### src/rtl/memory_access_unit_if.sv
// Data-memory bus between the memory stage and the data memory.
// Word-aligned request with byte strobes, completed by a single-cycle ready.
interface memory_access_unit_if;
    logic        dmem_ren;
    logic        dmem_wen;
    logic [31:0] dmem_addr;
    logic [31:0] dmem_wdata;
    logic [3:0]  dmem_strobe;
    logic        dmem_ready;
    logic [31:0] dmem_rdata;

    modport master (
        output dmem_ren, dmem_wen, dmem_addr, dmem_wdata, dmem_strobe,
        input  dmem_ready, dmem_rdata
    );

    modport slave (
        input  dmem_ren, dmem_wen, dmem_addr, dmem_wdata, dmem_strobe,
        output dmem_ready, dmem_rdata
    );
endinterface

### src/rtl/memory_access_unit.sv
// Memory-stage load/store unit: issues aligned bus requests, formats load data,
// stalls while the bus is busy and flags misaligned accesses.
module memory_access_unit (
    input  logic                        CLK,
    input  logic                        nRST,
    input  logic                        ex_valid,
    input  logic                        ex_dread,
    input  logic [1:0]                  ex_dwrite,
    input  logic [31:0]                 ex_alu_out,
    input  logic [31:0]                 ex_rdat2,
    input  logic [1:0]                  ex_reg_wr_mem,
    input  logic                        ex_reg_wr_mem_signed,
    input  logic                        mem_en,
    input  logic                        flush,
    memory_access_unit_if.master        dmem,
    output logic                        mem_stall,
    output logic [31:0]                 load_data,
    output logic                        fault_load,
    output logic                        fault_store
);

    typedef enum logic [1:0] {IDLE, WAIT, DONE, ABORT} state_e;

    function automatic logic [31:0] fmt_load(input logic [31:0] rdata, input logic [1:0] size,
                                             input logic sgn, input logic [1:0] lane);
        logic [7:0]  b;
        logic [15:0] h;
        b = rdata[{lane, 3'b000} +: 8];
        h = lane[1] ? rdata[31:16] : rdata[15:0];
        case (size)
            2'd0:    fmt_load = {{24{sgn & b[7]}}, b};
            2'd1:    fmt_load = {{16{sgn & h[15]}}, h};
            default: fmt_load = rdata;
        endcase
    endfunction

    state_e      state_q, state_d;
    logic [31:0] addr_q, addr_d;
    logic [31:0] wdata_q, wdata_d;
    logic [3:0]  strobe_q, strobe_d;
    logic        ren_q, ren_d;
    logic        wen_q, wen_d;
    logic [1:0]  size_q, size_d;
    logic        sgn_q, sgn_d;
    logic [1:0]  lane_q, lane_d;
    logic [31:0] ldata_q, ldata_d;

    logic        is_load, is_store, access, ld_mis, st_mis, go;
    logic [31:0] new_wdata;
    logic [3:0]  new_strobe;
    logic [31:0] new_fmt, q_fmt;

    // Load wins when an instruction claims both a load and a store.
    always_comb begin
        is_load  = ex_dread;
        is_store = !ex_dread && (ex_dwrite != 2'd0);
        access   = ex_valid && (ex_dread || ex_dwrite != 2'd0) && !flush;
        ld_mis   = (ex_reg_wr_mem == 2'd1 && ex_alu_out[0]) ||
                   (ex_reg_wr_mem[1] && ex_alu_out[1:0] != 2'd0);
        st_mis   = (ex_dwrite == 2'd2 && ex_alu_out[0]) ||
                   (ex_dwrite == 2'd3 && ex_alu_out[1:0] != 2'd0);
        go       = access && (is_load ? !ld_mis : !st_mis);
        new_wdata  = 32'd0;
        new_strobe = 4'd0;
        if (is_store) begin
            case (ex_dwrite)
                2'd1: begin
                    new_wdata  = {4{ex_rdat2[7:0]}};
                    new_strobe = 4'b0001 << ex_alu_out[1:0];
                end
                2'd2: begin
                    new_wdata  = {2{ex_rdat2[15:0]}};
                    new_strobe = ex_alu_out[1] ? 4'b1100 : 4'b0011;
                end
                default: begin
                    new_wdata  = ex_rdat2;
                    new_strobe = 4'b1111;
                end
            endcase
        end
        new_fmt = fmt_load(dmem.dmem_rdata, ex_reg_wr_mem, ex_reg_wr_mem_signed, ex_alu_out[1:0]);
        q_fmt   = fmt_load(dmem.dmem_rdata, size_q, sgn_q, lane_q);
    end

    always_comb begin
        state_d  = state_q;
        addr_d   = addr_q;
        wdata_d  = wdata_q;
        strobe_d = strobe_q;
        ren_d    = ren_q;
        wen_d    = wen_q;
        size_d   = size_q;
        sgn_d    = sgn_q;
        lane_d   = lane_q;
        ldata_d  = ldata_q;
        dmem.dmem_ren    = 1'b0;
        dmem.dmem_wen    = 1'b0;
        dmem.dmem_addr   = 32'd0;
        dmem.dmem_wdata  = 32'd0;
        dmem.dmem_strobe = 4'd0;
        mem_stall   = 1'b0;
        load_data   = 32'd0;
        fault_load  = 1'b0;
        fault_store = 1'b0;
        case (state_q)
            IDLE: begin
                fault_load  = access && is_load && ld_mis;
                fault_store = access && is_store && st_mis;
                if (go) begin
                    dmem.dmem_ren    = is_load;
                    dmem.dmem_wen    = is_store;
                    dmem.dmem_addr   = {ex_alu_out[31:2], 2'b00};
                    dmem.dmem_wdata  = new_wdata;
                    dmem.dmem_strobe = new_strobe;
                    addr_d   = {ex_alu_out[31:2], 2'b00};
                    wdata_d  = new_wdata;
                    strobe_d = new_strobe;
                    ren_d    = is_load;
                    wen_d    = is_store;
                    size_d   = ex_reg_wr_mem;
                    sgn_d    = ex_reg_wr_mem_signed;
                    lane_d   = ex_alu_out[1:0];
                    mem_stall = !dmem.dmem_ready;
                    if (dmem.dmem_ready) begin
                        load_data = is_load ? new_fmt : 32'd0;
                        if (!mem_en) begin
                            state_d = DONE;
                            ldata_d = load_data;
                        end
                    end else begin
                        state_d = WAIT;
                    end
                end
            end
            WAIT: begin
                dmem.dmem_ren    = ren_q;
                dmem.dmem_wen    = wen_q;
                dmem.dmem_addr   = addr_q;
                dmem.dmem_wdata  = wdata_q;
                dmem.dmem_strobe = strobe_q;
                if (dmem.dmem_ready) begin
                    // A flush landing with ready completes the bus cycle but drops the data.
                    if (flush) begin
                        state_d = IDLE;
                    end else begin
                        load_data = ren_q ? q_fmt : 32'd0;
                        ldata_d   = load_data;
                        state_d   = mem_en ? IDLE : DONE;
                    end
                end else begin
                    mem_stall = 1'b1;
                    if (flush) state_d = ABORT;
                end
            end
            DONE: begin
                load_data = ldata_q;
                if (mem_en || flush) state_d = IDLE;
            end
            default: begin
                dmem.dmem_ren    = ren_q;
                dmem.dmem_wen    = wen_q;
                dmem.dmem_addr   = addr_q;
                dmem.dmem_wdata  = wdata_q;
                dmem.dmem_strobe = strobe_q;
                mem_stall = 1'b1;
                if (dmem.dmem_ready) state_d = IDLE;
            end
        endcase
    end

    always_ff @(posedge CLK or negedge nRST) begin
        if (!nRST) begin
            state_q  <= IDLE;
            addr_q   <= 32'd0;
            wdata_q  <= 32'd0;
            strobe_q <= 4'd0;
            ren_q    <= 1'b0;
            wen_q    <= 1'b0;
            size_q   <= 2'd0;
            sgn_q    <= 1'b0;
            lane_q   <= 2'd0;
            ldata_q  <= 32'd0;
        end else begin
            state_q  <= state_d;
            addr_q   <= addr_d;
            wdata_q  <= wdata_d;
            strobe_q <= strobe_d;
            ren_q    <= ren_d;
            wen_q    <= wen_d;
            size_q   <= size_d;
            sgn_q    <= sgn_d;
            lane_q   <= lane_d;
            ldata_q  <= ldata_d;
        end
    end

endmodule

### src/flat_wrapper.sv
// flat-port wrapper written by rule: the top's interface ports become plain ports
module memory_access_unit_flat 
  (CLK, nRST, ex_valid, ex_dread, ex_dwrite, ex_alu_out, ex_rdat2, ex_reg_wr_mem, ex_reg_wr_mem_signed, mem_en, flush, mem_stall, load_data, fault_load, fault_store, dmem_dmem_ren, dmem_dmem_wen, dmem_dmem_addr, dmem_dmem_wdata, dmem_dmem_strobe, dmem_dmem_ready, dmem_dmem_rdata);
  memory_access_unit_if dmem_i ();
  input  logic CLK;
  input  logic nRST;
  input  logic ex_valid;
  input  logic ex_dread;
  input  logic [1:0] ex_dwrite;
  input  logic [31:0] ex_alu_out;
  input  logic [31:0] ex_rdat2;
  input  logic [1:0] ex_reg_wr_mem;
  input  logic ex_reg_wr_mem_signed;
  input  logic mem_en;
  input  logic flush;
  output logic mem_stall;
  output logic [31:0] load_data;
  output logic fault_load;
  output logic fault_store;
  output wire logic [$bits(dmem_i.dmem_ren)-1:0] dmem_dmem_ren;
  output wire logic [$bits(dmem_i.dmem_wen)-1:0] dmem_dmem_wen;
  output wire logic [$bits(dmem_i.dmem_addr)-1:0] dmem_dmem_addr;
  output wire logic [$bits(dmem_i.dmem_wdata)-1:0] dmem_dmem_wdata;
  output wire logic [$bits(dmem_i.dmem_strobe)-1:0] dmem_dmem_strobe;
  input wire logic [$bits(dmem_i.dmem_ready)-1:0] dmem_dmem_ready;
  input wire logic [$bits(dmem_i.dmem_rdata)-1:0] dmem_dmem_rdata;
  assign dmem_dmem_ren = dmem_i.dmem_ren;
  assign dmem_dmem_wen = dmem_i.dmem_wen;
  assign dmem_dmem_addr = dmem_i.dmem_addr;
  assign dmem_dmem_wdata = dmem_i.dmem_wdata;
  assign dmem_dmem_strobe = dmem_i.dmem_strobe;
  assign dmem_i.dmem_ready = dmem_dmem_ready;
  assign dmem_i.dmem_rdata = dmem_dmem_rdata;
  memory_access_unit u_core (.CLK(CLK), .nRST(nRST), .ex_valid(ex_valid), .ex_dread(ex_dread), .ex_dwrite(ex_dwrite), .ex_alu_out(ex_alu_out), .ex_rdat2(ex_rdat2), .ex_reg_wr_mem(ex_reg_wr_mem), .ex_reg_wr_mem_signed(ex_reg_wr_mem_signed), .mem_en(mem_en), .flush(flush), .dmem(dmem_i), .mem_stall(mem_stall), .load_data(load_data), .fault_load(fault_load), .fault_store(fault_store));
endmodule
### config.mk
export PLATFORM = sky130hd
export DESIGN_NAME = memory_access_unit_flat
export DESIGN_NICKNAME = d
export VERILOG_FILES = /design/src/rtl/memory_access_unit_if.sv /design/src/rtl/memory_access_unit.sv /design/src/flat_wrapper.sv
export SDC_FILE = /design/constraint.sdc
export NUM_CORES = 1
export LEC_CHECK = 0
export BUFFER_PORTS_ARGS = -buffer_cell sky130_fd_sc_hd__buf_2
export CAP_MARGIN = 20
export CORE_ASPECT_RATIO = 1.25
export CORE_UTILIZATION = 35
export DETAILED_ROUTE_END_ITERATION = 10
export MAX_ROUTING_LAYER = met4
export PLACE_DENSITY = 0.63
export REMOVE_ABC_BUFFERS = 1
export SLEW_MARGIN = 20
export SYNTH_ARGS = -nofsm -noshare
export SYNTH_HDL_FRONTEND = slang
export SYNTH_SLANG_ARGS = --single-unit
export TNS_END_PERCENT = 100
### constraint.sdc
create_clock -name CLK -period 6.2 [get_ports CLK]
set_input_delay 1.24 -clock CLK [delete_from_list [all_inputs] [get_ports CLK]]
set_output_delay 1.24 -clock CLK [all_outputs]
set_load 0.01 [all_outputs]
==> metrics.md, run 1 <==
| Metric | Value |
|---|---|
| Post-synth EDFFs | 0 |
| Post_cts resized | 0 |
| Vias per cell | 5.582 |
| Top_reg_cell synth | dfrtp_1 |
| Final min period | 4.912 ns |
| Post-route ant nets | 0 |
| Detailed Place HPWL | 16510 um |
| Synth area leader | dfrtp_1 |
| Post-CTS Hold Buffers | 0 |
| Sequential-to-total area share from yosys stat | 36.78% |
| Post-CTS repair timing setup buffer count | 0 |
| Largest net degree at the start of global routing | 72 |
| Status | finished clean |
| Metal3 WL | 1898 um |
| Num rows | 58 |
| Ports | 213 |
| Skew final | 0.008382 ns |
| CTS Root Cell | clkbuf_16 |
| Core Area | 0.02025 mm2 |
| Starting Density | 35.96% |
| CTS buffer count | 9 |
| Worst path most repeated cell | buf_2 |
| CP peak stage delay | 0.69 ns |
| Flop pwr share | 36.4% |
| Yosys reg bits | 107 |
| Die H | 163.3 um |
| CP Launch Type | input port |
| DRC viols | 0 |
| Max Clk Rate | 203.6 MHz |
| Drt first-iter violations | 493 |
| Wire per inst | 17.84 um |
| Slowest-stage cell, CP | o211ai_1 |
| Clock sink count | 107 |
| Total wire length | 23530 um |
| Top cells by area, synth | dfrtp_1 (37%), nand2_1 (14%), o21ai_0 (3.8%) |
| Worst-Skew Late Latency | 0.36 ns |
| Global route overflow | 0 |
| Synth unique cells | 63 |
| Crit path DAT | 3.67 ns |
| Post-synth top cells | nand2_1 (276), dfrtp_1 (107), o21ai_0 (55) |
| Vias in the first global route | 6715 |
| Global-route usage over all layers | 22.61% |
| CP delay by family, top | compound AO/OA/AOI/OAI gates |
| Die area | 0.02139 mm2 |
| Final setup vio count | 0 |
| Netlist Area Pre-Place | 0.007281 mm2 |
| Number of fill cells | 2027 |
| # H-tree levels | 3 |
| Internal power | 1.982 mW |
| PwrDens | 395.2 mW/mm2 |
| CP bufs+invs | 3 |
| Worst vdd ir | 0.1813 mV |
| CP Capture Type | output port |
| TNS Setup | 0 ns |
| Metal-1 WL | 9908 um |
| Layout cells sized above 1 | 26.24% |
| Sw Share | 42.50% |
| Layout net count | 1159 |
| Hold Fails Final Rpt | 0 |
| Synth warn | 0 |
| First-pass GRT wire length | 36280 um |
| Worst-path clk slew | 0.07 ns |
| Sw Pwr | 1.465 mW |
| Period utilization | 79.22% |
| CTS tree | built |
| Layout overhead on the synthesized area | 19.78% |
| Worst Path Max Fanout | 13 |
| Slew at the pin closest to its max-slew limit | 0.9787 ns |
| Hold WC Path Type | register to register |
| Port bufs | 210 |
| Max layer used | met4 |
| Placed instance count | 1302 |
| Critical path class | input port to output port |
| Lkg Pwr | 4.827 nW |
| Syn_area_per_cell | 8.255 um2 |
| DIE WIDTH | 131 um |
| Fin cells | 1319 |
| WP data required | 4.96 ns |
| Critical-path cell list | buf_2, inv_1, ha_1, o21ai_1, and3_1, o211ai_1, o22ai_1, a21o_1, buf_2 |
| Via count | 7362 |
| Bufs on Longest Clock Path | 2 |
| Synth Instances | 882 |
| Max_cap viols | 0 |
| Antenna violations before repair | 1 |
| Synth top area share | 36.78% |
| FFs w/ async S/R, synth | 100.0% |
| Detailed Routing Iterations Pass 1 | 5 |
| Slew Limit Headroom | 34.60% |
| Fin. max-slew vios | 0 |
| Clock power share | 16.8% |
| Routability cong. | 0.9034 |
| Count leader, synth | nand2_1 |
| Met2 WL | 11220 um |
| RSZ-0062 raised after global routing | no |
| Gate power share | 46.8% |
## tightest hold or removal path, delay by kind of cell (launching register included)
family           cells  cell delay, ns
AND/OR/NAND/NOR      2            0.10
flip-flops           1            0.35
## area by class of cell
class	count	area, um2	area share, %
multi-input cells	694	4262	48.87
flip-flops and latches	107	2678	30.70
repair buffers	217	1106	12.68
well taps	270	337.8	3.874
clock buffers	10	229.0	2.626
clock inverters	6	53.80	0.6169
inverters	14	52.55	0.6026
diodes	1	2.502	0.02869
## layout by cell type (no fill, tap or decap), drive strengths merged, types with 3 or more instances in the layout
master | Yosys | layout
and2 | 4 | 4
mux2 | 24 | 24
nand2b | 15 | 15
a21o | 31 | 31
mux2i | 18 | 18
a211o | 7 | 7
a22o | 17 | 17
a2bb2oi | 7 | 7
a221oi | 4 | 4
inv | 14 | 18
a32o | 7 | 7
o221ai | 11 | 11
o21bai | 7 | 7
ha | 8 | 8
nor2 | 19 | 19
nand3b | 3 | 3
mux4 | 7 | 7
a22oi | 24 | 24
nand2 | 276 | 276
nand3 | 31 | 31
buf | 28 | 217
or3 | 8 | 8
nor3 | 3 | 3
o22ai | 16 | 16
nor3b | 3 | 3
dfrtp | 107 | 107
clkbuf | 40 | 10
a221o | 16 | 16
nor2b | 13 | 13
a21oi | 32 | 32
o21ai | 58 | 58
## sequential cells by signal (all words and copies together) (netlist names)
register         count
u_core.addr_q       30
u_core.lane_q        2
u_core.ldata_q      32
u_core.ren_q         1
u_core.sgn_q         1
u_core.size_q        2
u_core.state_q       2
u_core.strobe_q      4
u_core.wdata_q      32
u_core.wen_q         1
## kinds of logic (layout without fill, tap and decap cells)
kind of cell    after synthesis  after routing  synth area share, %
simple gates                386            386                22.89
compound gates              249            249                24.75
flops                       107            107                36.78
buf+inv                      82            247                5.190
mux                          49             49                8.970
fa+ha+maj                     8              8                1.375
other cells                   1              3              0.05151
## per-stage QoR
stage               util (%)  cell area, um2  setup slack, ns  hold slack [ns]  total power, mW
floorplan                  -            6959           0.1088           0.4457            2.257
detailed placement     41.65            8433            1.340           0.4629            2.875
finish                 43.07            8721            1.288           0.4799            3.447
global placement       41.65            8433            1.374           0.4569            2.854
CTS                    43.05            8716            1.342           0.4831            3.469
global route           43.07            8721            1.074           0.4982            3.706
## power by group through the flow
stage / Sequential (mW) / Clock [mW] / Combinational (mW)
after global routing: 1.30 / 0.622 / 1.79
after floorplan: 1.19 / 0 / 1.07
final: 1.26 / 0.579 / 1.61
after CTS: 1.25 / 0.596 / 1.62
after global placement: 1.25 / 0 / 1.60
after detailed placement: 1.26 / 0 / 1.62
## routing by layer
metal,vias up,global-route usage [%]
met2,340,34.49
met4,0,7.941
met5,-,-
met1,3539,29.62
li1,3455,-
met3,28,4.553
## worst paths after layout
| check | from | endpoint | slack, ns | depth (start not counted) |
|---|---|---|---|---|
| worst max register to register | u_core.state_q[1] | u_core.ldata_q[24] | 3.39 | 6 |
| max in group asynchronous | nRST | u_core.addr_q[24] | 4.06 | 2 |
| worst min-delay path | u_core.strobe_q[1] | u_core.strobe_q[1] | 0.48 | 2 |
| min in group asynchronous | nRST | u_core.ldata_q[22] | 0.92 | 1 |
| worst min register to register | u_core.strobe_q[1] | u_core.strobe_q[1] | 0.48 | 2 |
| worst max-delay path | ex_dwrite[0] | load_data[6] | 1.29 | 9 |
(Power assumes the default switching activity.)
==> run 2, diff against run 1 <==
Clock period 6.2 ns to 4.9 ns, I/O delays scaled along.
==> run 2 against run 1 <==
Net effect: via count rose by 0.26%; clock skew rose by 0.0044 ns; worst hold slack got worse by 0.0017 ns; critical path depth fell by 1; combinational power rose by 27%; design area rose by 1.1%; clock power rose by 36%; count of clock-buffer cells in the layout fell by 1; final cell count rose by 0.76%; worst setup slack got worse by 0.37 ns; die area did not move; global-route usage rose by 0.57 points; highest routed layer unchanged.
==> metrics.md, run 2 (synthesis results as in run 1) <==
| Metric | Value |
|---|---|
| CTS tree | built |
| Reg2Reg Depth | 7 |
| Critical-path cell list | inv_1, ha_1, and2_1, o21ai_0, a211o_1, o22ai_1, a21o_1, buf_2 |
| WHS Endpoint | u_core.wdata_q[10] |
| WHS Path Cells | 2 |
| Bufs on Longest Clock Path | 2 |
| Fin Hold WS | 0.4782 ns |
| Post-CTS Hold Buffers | 0 |
| Post-route ant nets | 0 |
| Layout cells sized above 1 | 26.89% |
| CTS buffer count | 9 |
| Setup ws final | 0.9156 ns |
| Period utilization | 81.32% |
| Layout net count | 1167 |
| RSZ-0062 raised after global routing | no |
| Placed instance count | 1310 |
| Final min period | 3.984 ns |
| Clock sink count | 107 |
| Die H | 163.3 um |
| Post_cts resized | 0 |
| Die area | 0.02139 mm2 |
| Ports | 213 |
| Wire per inst | 17.87 um |
| Hold path start | u_core.wdata_q[10] |
| Max_cap viols | 0 |
| Slowest-stage cell, CP | ha_1 |
| CP peak stage delay | 0.63 ns |
| Starting Density | 35.96% |
| Via count | 7381 |
| Skew final | 0.01275 ns |
| DRC viols | 0 |
| Crit path DAT | 3.00 ns |
| Fin. max-slew vios | 0 |
| Placed Area | 0.008493 mm2 |
| Num rows | 58 |
| Dpl ws | 0.7837 ns |
| Routability cong. | 0.9115 |
| CTS Root Cell | clkbuf_16 |
| Detailed Place HPWL | 16680 um |
| # H-tree levels | 3 |
| Detailed Routing Iterations Pass 1 | 5 |
| CP Capture Type | output port |
| Global route overflow | 0 |
| Worst-path clk slew | 0.08 ns |
| WP data required | 3.92 ns |
| Final instance area | 0.008816 mm2 |
| Vias per cell | 5.554 |
| Largest regs | u_core.ldata_q (32), u_core.wdata_q (32), u_core.addr_q (30) |
| Post-CTS repair timing setup buffer count | 0 |
| First-pass GRT wire length | 37160 um |
| DIE WIDTH | 131 um |
| Most common cell after layout, fill and taps aside | nand2_1 |
| Max Clk Rate | 251.0 MHz |
| Worst-Skew Late Latency | 0.36 ns |
| Slew Limit Headroom | 40.82% |
| FF-to-FF setup slack | 2.07 ns |
| Hold Fails Final Rpt | 0 |
| Largest net degree at the start of global routing | 72 |
| Antenna violations before repair | 3 |
| Most frequent cells in the layout | nand2_1 (276), buf_2 (209), dfrtp_1 (107), o21ai_0 (55) |
| Global-route usage over all layers | 23.18% |
| Core Area | 0.02025 mm2 |
| Worst Path Max Fanout | 17 |
| Slew at the pin closest to its max-slew limit | 0.8877 ns |
| Total wire length | 23750 um |
| PwrDens | 502.2 mW/mm2 |
| Hold WC Path Type | register to register |
| Worst r2r dst | u_core.ldata_q[26] |
| Vias in the first global route | 7084 |
| Worst vdd ir | 0.3232 mV |
| Port bufs | 210 |
| Worst R2R Start | u_core.state_q[1] |
| Status | finished clean |
| Lkg Pwr | 4.881 nW |
| Tot Pwr | 4.428 mW |
| Fin cells | 1329 |
| Critical path class | register to output port |
| CP Launch Type | register |
| Critical Path Start | u_core.state_q[1] |
| Drt first-iter violations | 417 |
| Final setup vio count | 0 |
| Layout overhead on the synthesized area | 21.09% |
run 2: metrics by stage:
stage	util, %	TNS [ns]
floorplan	-	-0.6712
global placement	41.95	0
detailed placement	41.95	0
CTS	43.47	0
global route	43.54	0
finish	43.54	0
run 2: final cells by class:
class | instances | area, um2
clock buffer | 9 | 225.2
clock inverter | 7 | 83.83
antenna | 3 | 7.507
multi-input combinational | 694 | 4265
inverter | 14 | 52.55
fill | 2057 | 11430
tap | 270 | 337.8
timing repair buffer | 225 | 1166
sequential | 107 | 2678
run 2: worst max-delay path by stage:
| stage | to | cells after the start | slack (ns) |
|---|---|---|---|
| 2_1_floorplan | dmem_dmem_ren | 6 | -0.67 |
| 3_3_place_gp | load_data[18] | 7 | 0.89 |
| 5_1_grt | load_data[8] | 7 | 0.76 |
| 6_report | load_data[5] | 8 | 0.92 |
| 3_5_place_dp | load_data[31] | 7 | 0.78 |
| 4_1_cts | load_data[31] | 7 | 0.77 |
run 2: per-layer routing:
metal  routed length [um]  track usage [%]  vias up
met5                    0                -        -
met2                11380            36.41      312
li1                     -                -     3473
met3                 1685            4.193       40
met1                10090            29.60     3556
met4                  592            8.516        0
run 2: critical path, delay by kind of cell (launching register included):
kind            cells  cell delay, ns
compound gates      4            0.79
flops               1            0.40
buf+inv             2            0.25
fa+ha+maj           1            0.63
simple gates        1            0.58
run 2: where the power goes:
group / internal, mW / switching [mW] / leakage [nW]
Combinational: 0.875 / 1.17 / 3.34
Clock: 0.409 / 0.378 / 0.154
Sequential: 1.28 / 0.314 / 1.38
==> run 3, diff against run 2 <==
Clock period 4.9 ns to 3.9 ns, I/O delays scaled along.
==> run 3 against run 2 <==
Net effect: count of clock-buffer cells in the layout stayed put; combinational power is 26% higher; non-clock buffer count is 6 higher; largest power group unchanged; final cell count is 0.30% higher; routed wire length is 0.36% lower; worst hold slack better by 0.00064 ns.
==> metrics.md, run 3 (synthesis results as in run 1) <==
| Metric | Value |
|---|---|
| Worst-Skew Late Latency | 0.35 ns |
| Critical path class | register to output port |
| Layout overhead on the synthesized area | 21.69% |
| Die area | 0.02139 mm2 |
| Max_cap viols | 0 |
| CP Capture Type | output port |
| Worst Path Max Fanout | 17 |
| Final setup vio count | 0 |
| Core Area | 0.02025 mm2 |
| Worst vdd ir | 0.2965 mV |
| Period utilization | 90.93% |
| Post-route ant nets | 0 |
| DIE WIDTH | 131 um |
| # H-tree levels | 3 |
| Most common cell after layout, fill and taps aside | nand2_1 |
| Placed instance count | 1316 |
| Fin. max-slew vios | 0 |
| Skew final | 0.008094 ns |
| Die H | 163.3 um |
| Global-route usage over all layers | 22.89% |
| Num rows | 58 |
| Clock sink count | 107 |
| Antenna violations before repair | 1 |
| Max Clk Rate | 282.0 MHz |
| DRC viols | 0 |
| Post-CTS Hold Buffers | 0 |
| Setup ws final | 0.3536 ns |
| Fin cells | 1333 |
| Bufs on Longest Clock Path | 2 |
| Hold WC Path Type | register to register |
| CP Launch Type | register |
| Vias in the first global route | 7128 |
| Dpl ws | 0.6184 ns |
| Final min period | 3.546 ns |
| Slew at the pin closest to its max-slew limit | 0.9363 ns |
| Largest regs | u_core.ldata_q (32), u_core.wdata_q (32), u_core.addr_q (30) |
| Routability cong. | 0.9156 |
| CTS buffer count | 9 |
| Total wire length | 23660 um |
| Hold Fails Final Rpt | 0 |
| Starting Density | 35.96% |
| TNS Setup | 0 ns |
| Via count | 7445 |
| Lkg Pwr | 4.911 nW |
| Detailed Place HPWL | 16630 um |
| Port bufs | 210 |
| Most frequent cells in the layout | nand2_1 (276), buf_2 (209), dfrtp_1 (107), o21ai_0 (55) |
| Slew Limit Headroom | 37.58% |
| CTS tree | built |
| Ports | 213 |
| Tot Pwr | 5.575 mW |
| Largest net degree at the start of global routing | 72 |
| Post-CTS repair timing setup buffer count | 0 |
| Layout net count | 1173 |
| First-pass GRT wire length | 36590 um |
| Drt first-iter violations | 470 |
| Vias per cell | 5.585 |
| PwrDens | 629.2 mW/mm2 |
| Layout cells sized above 1 | 27.21% |
| Number of fill cells | 2084 |
| WP data required | 3.12 ns |
| Global route overflow | 0 |
| Crit path DAT | 2.77 ns |
| Detailed Routing Iterations Pass 1 | 5 |
| Wire per inst | 17.75 um |
| Fin Hold WS | 0.4789 ns |
| Status | finished clean |
| Post_cts resized | 0 |
| Worst-path clk slew | 0.08 ns |
| CTS Root Cell | clkbuf_16 |
| RSZ-0062 raised after global routing | no |
[run 3: final cells by class]
class                   instances  area (um2)  area share, %
clock buffers                   9       225.2          2.542
inverters                      14       52.55         0.5931
multi-input cells             694        4259          48.07
repair buffers                231        1224          13.81
well taps                     270       337.8          3.813
flip-flops and latches        107        2678          30.22
clock inverters                 7       81.33         0.9179
diodes                          1       2.502        0.02824
[run 3: metal layers]
layer / vias to the layer above / routed length [um] / GRT usage, %
met3: 42 / 1712 / 4.225
li1: 3475 / - / -
met4: 0 / 585 / 9.091
met2: 344 / 11280 / 36.00
met1: 3584 / 10080 / 28.87
met5: - / 0 / -
[run 3: through the flow]
| step | cell area [um2] | utilization (%) |
|---|---|---|
| 5_1_grt | 8860 | 43.76 |
| 3_3_place_gp | 8551 | 42.23 |
| 6_report | 8860 | 43.76 |
| 3_5_place_dp | 8551 | 42.23 |
| 4_1_cts | 8857 | 43.75 |
| 2_1_floorplan | 6959 | - |
[run 3: worst max-delay path: stages (launching register included)]
cell and delay [ns]:
dfrtp_1 0.40, inv_1 0.10, ha_1 0.58, and2_1 0.46, o21ai_0 0.15, a211o_1 0.30
o22ai_1 0.15, a21o_1 0.13, buf_2 0.13
[run 3: where the power goes]
| part | internal (mW) | switching [mW] | total, mW |
|---|---|---|---|
| clock | 0.511 | 0.464 | 0.975 |
| sequential | 1.61 | 0.398 | 2.01 |
| combinational | 1.12 | 1.47 | 2.59 |
[run 3: worst paths after layout]
path	startpoint	end	slack [ns]	depth (start not counted)
setup / recovery	u_core.state_q[1]	load_data[5]	0.35	8
hold / removal	u_core.wdata_q[31]	u_core.wdata_q[31]	0.48	2
setup reg to reg	u_core.state_q[1]	u_core.ldata_q[24]	1.12	7
hold reg to reg	u_core.wdata_q[31]	u_core.wdata_q[31]	0.48	2
max in group asynchronous	nRST	u_core.addr_q[24]	2.41	2
min in group asynchronous	nRST	u_core.ldata_q[22]	0.55	1
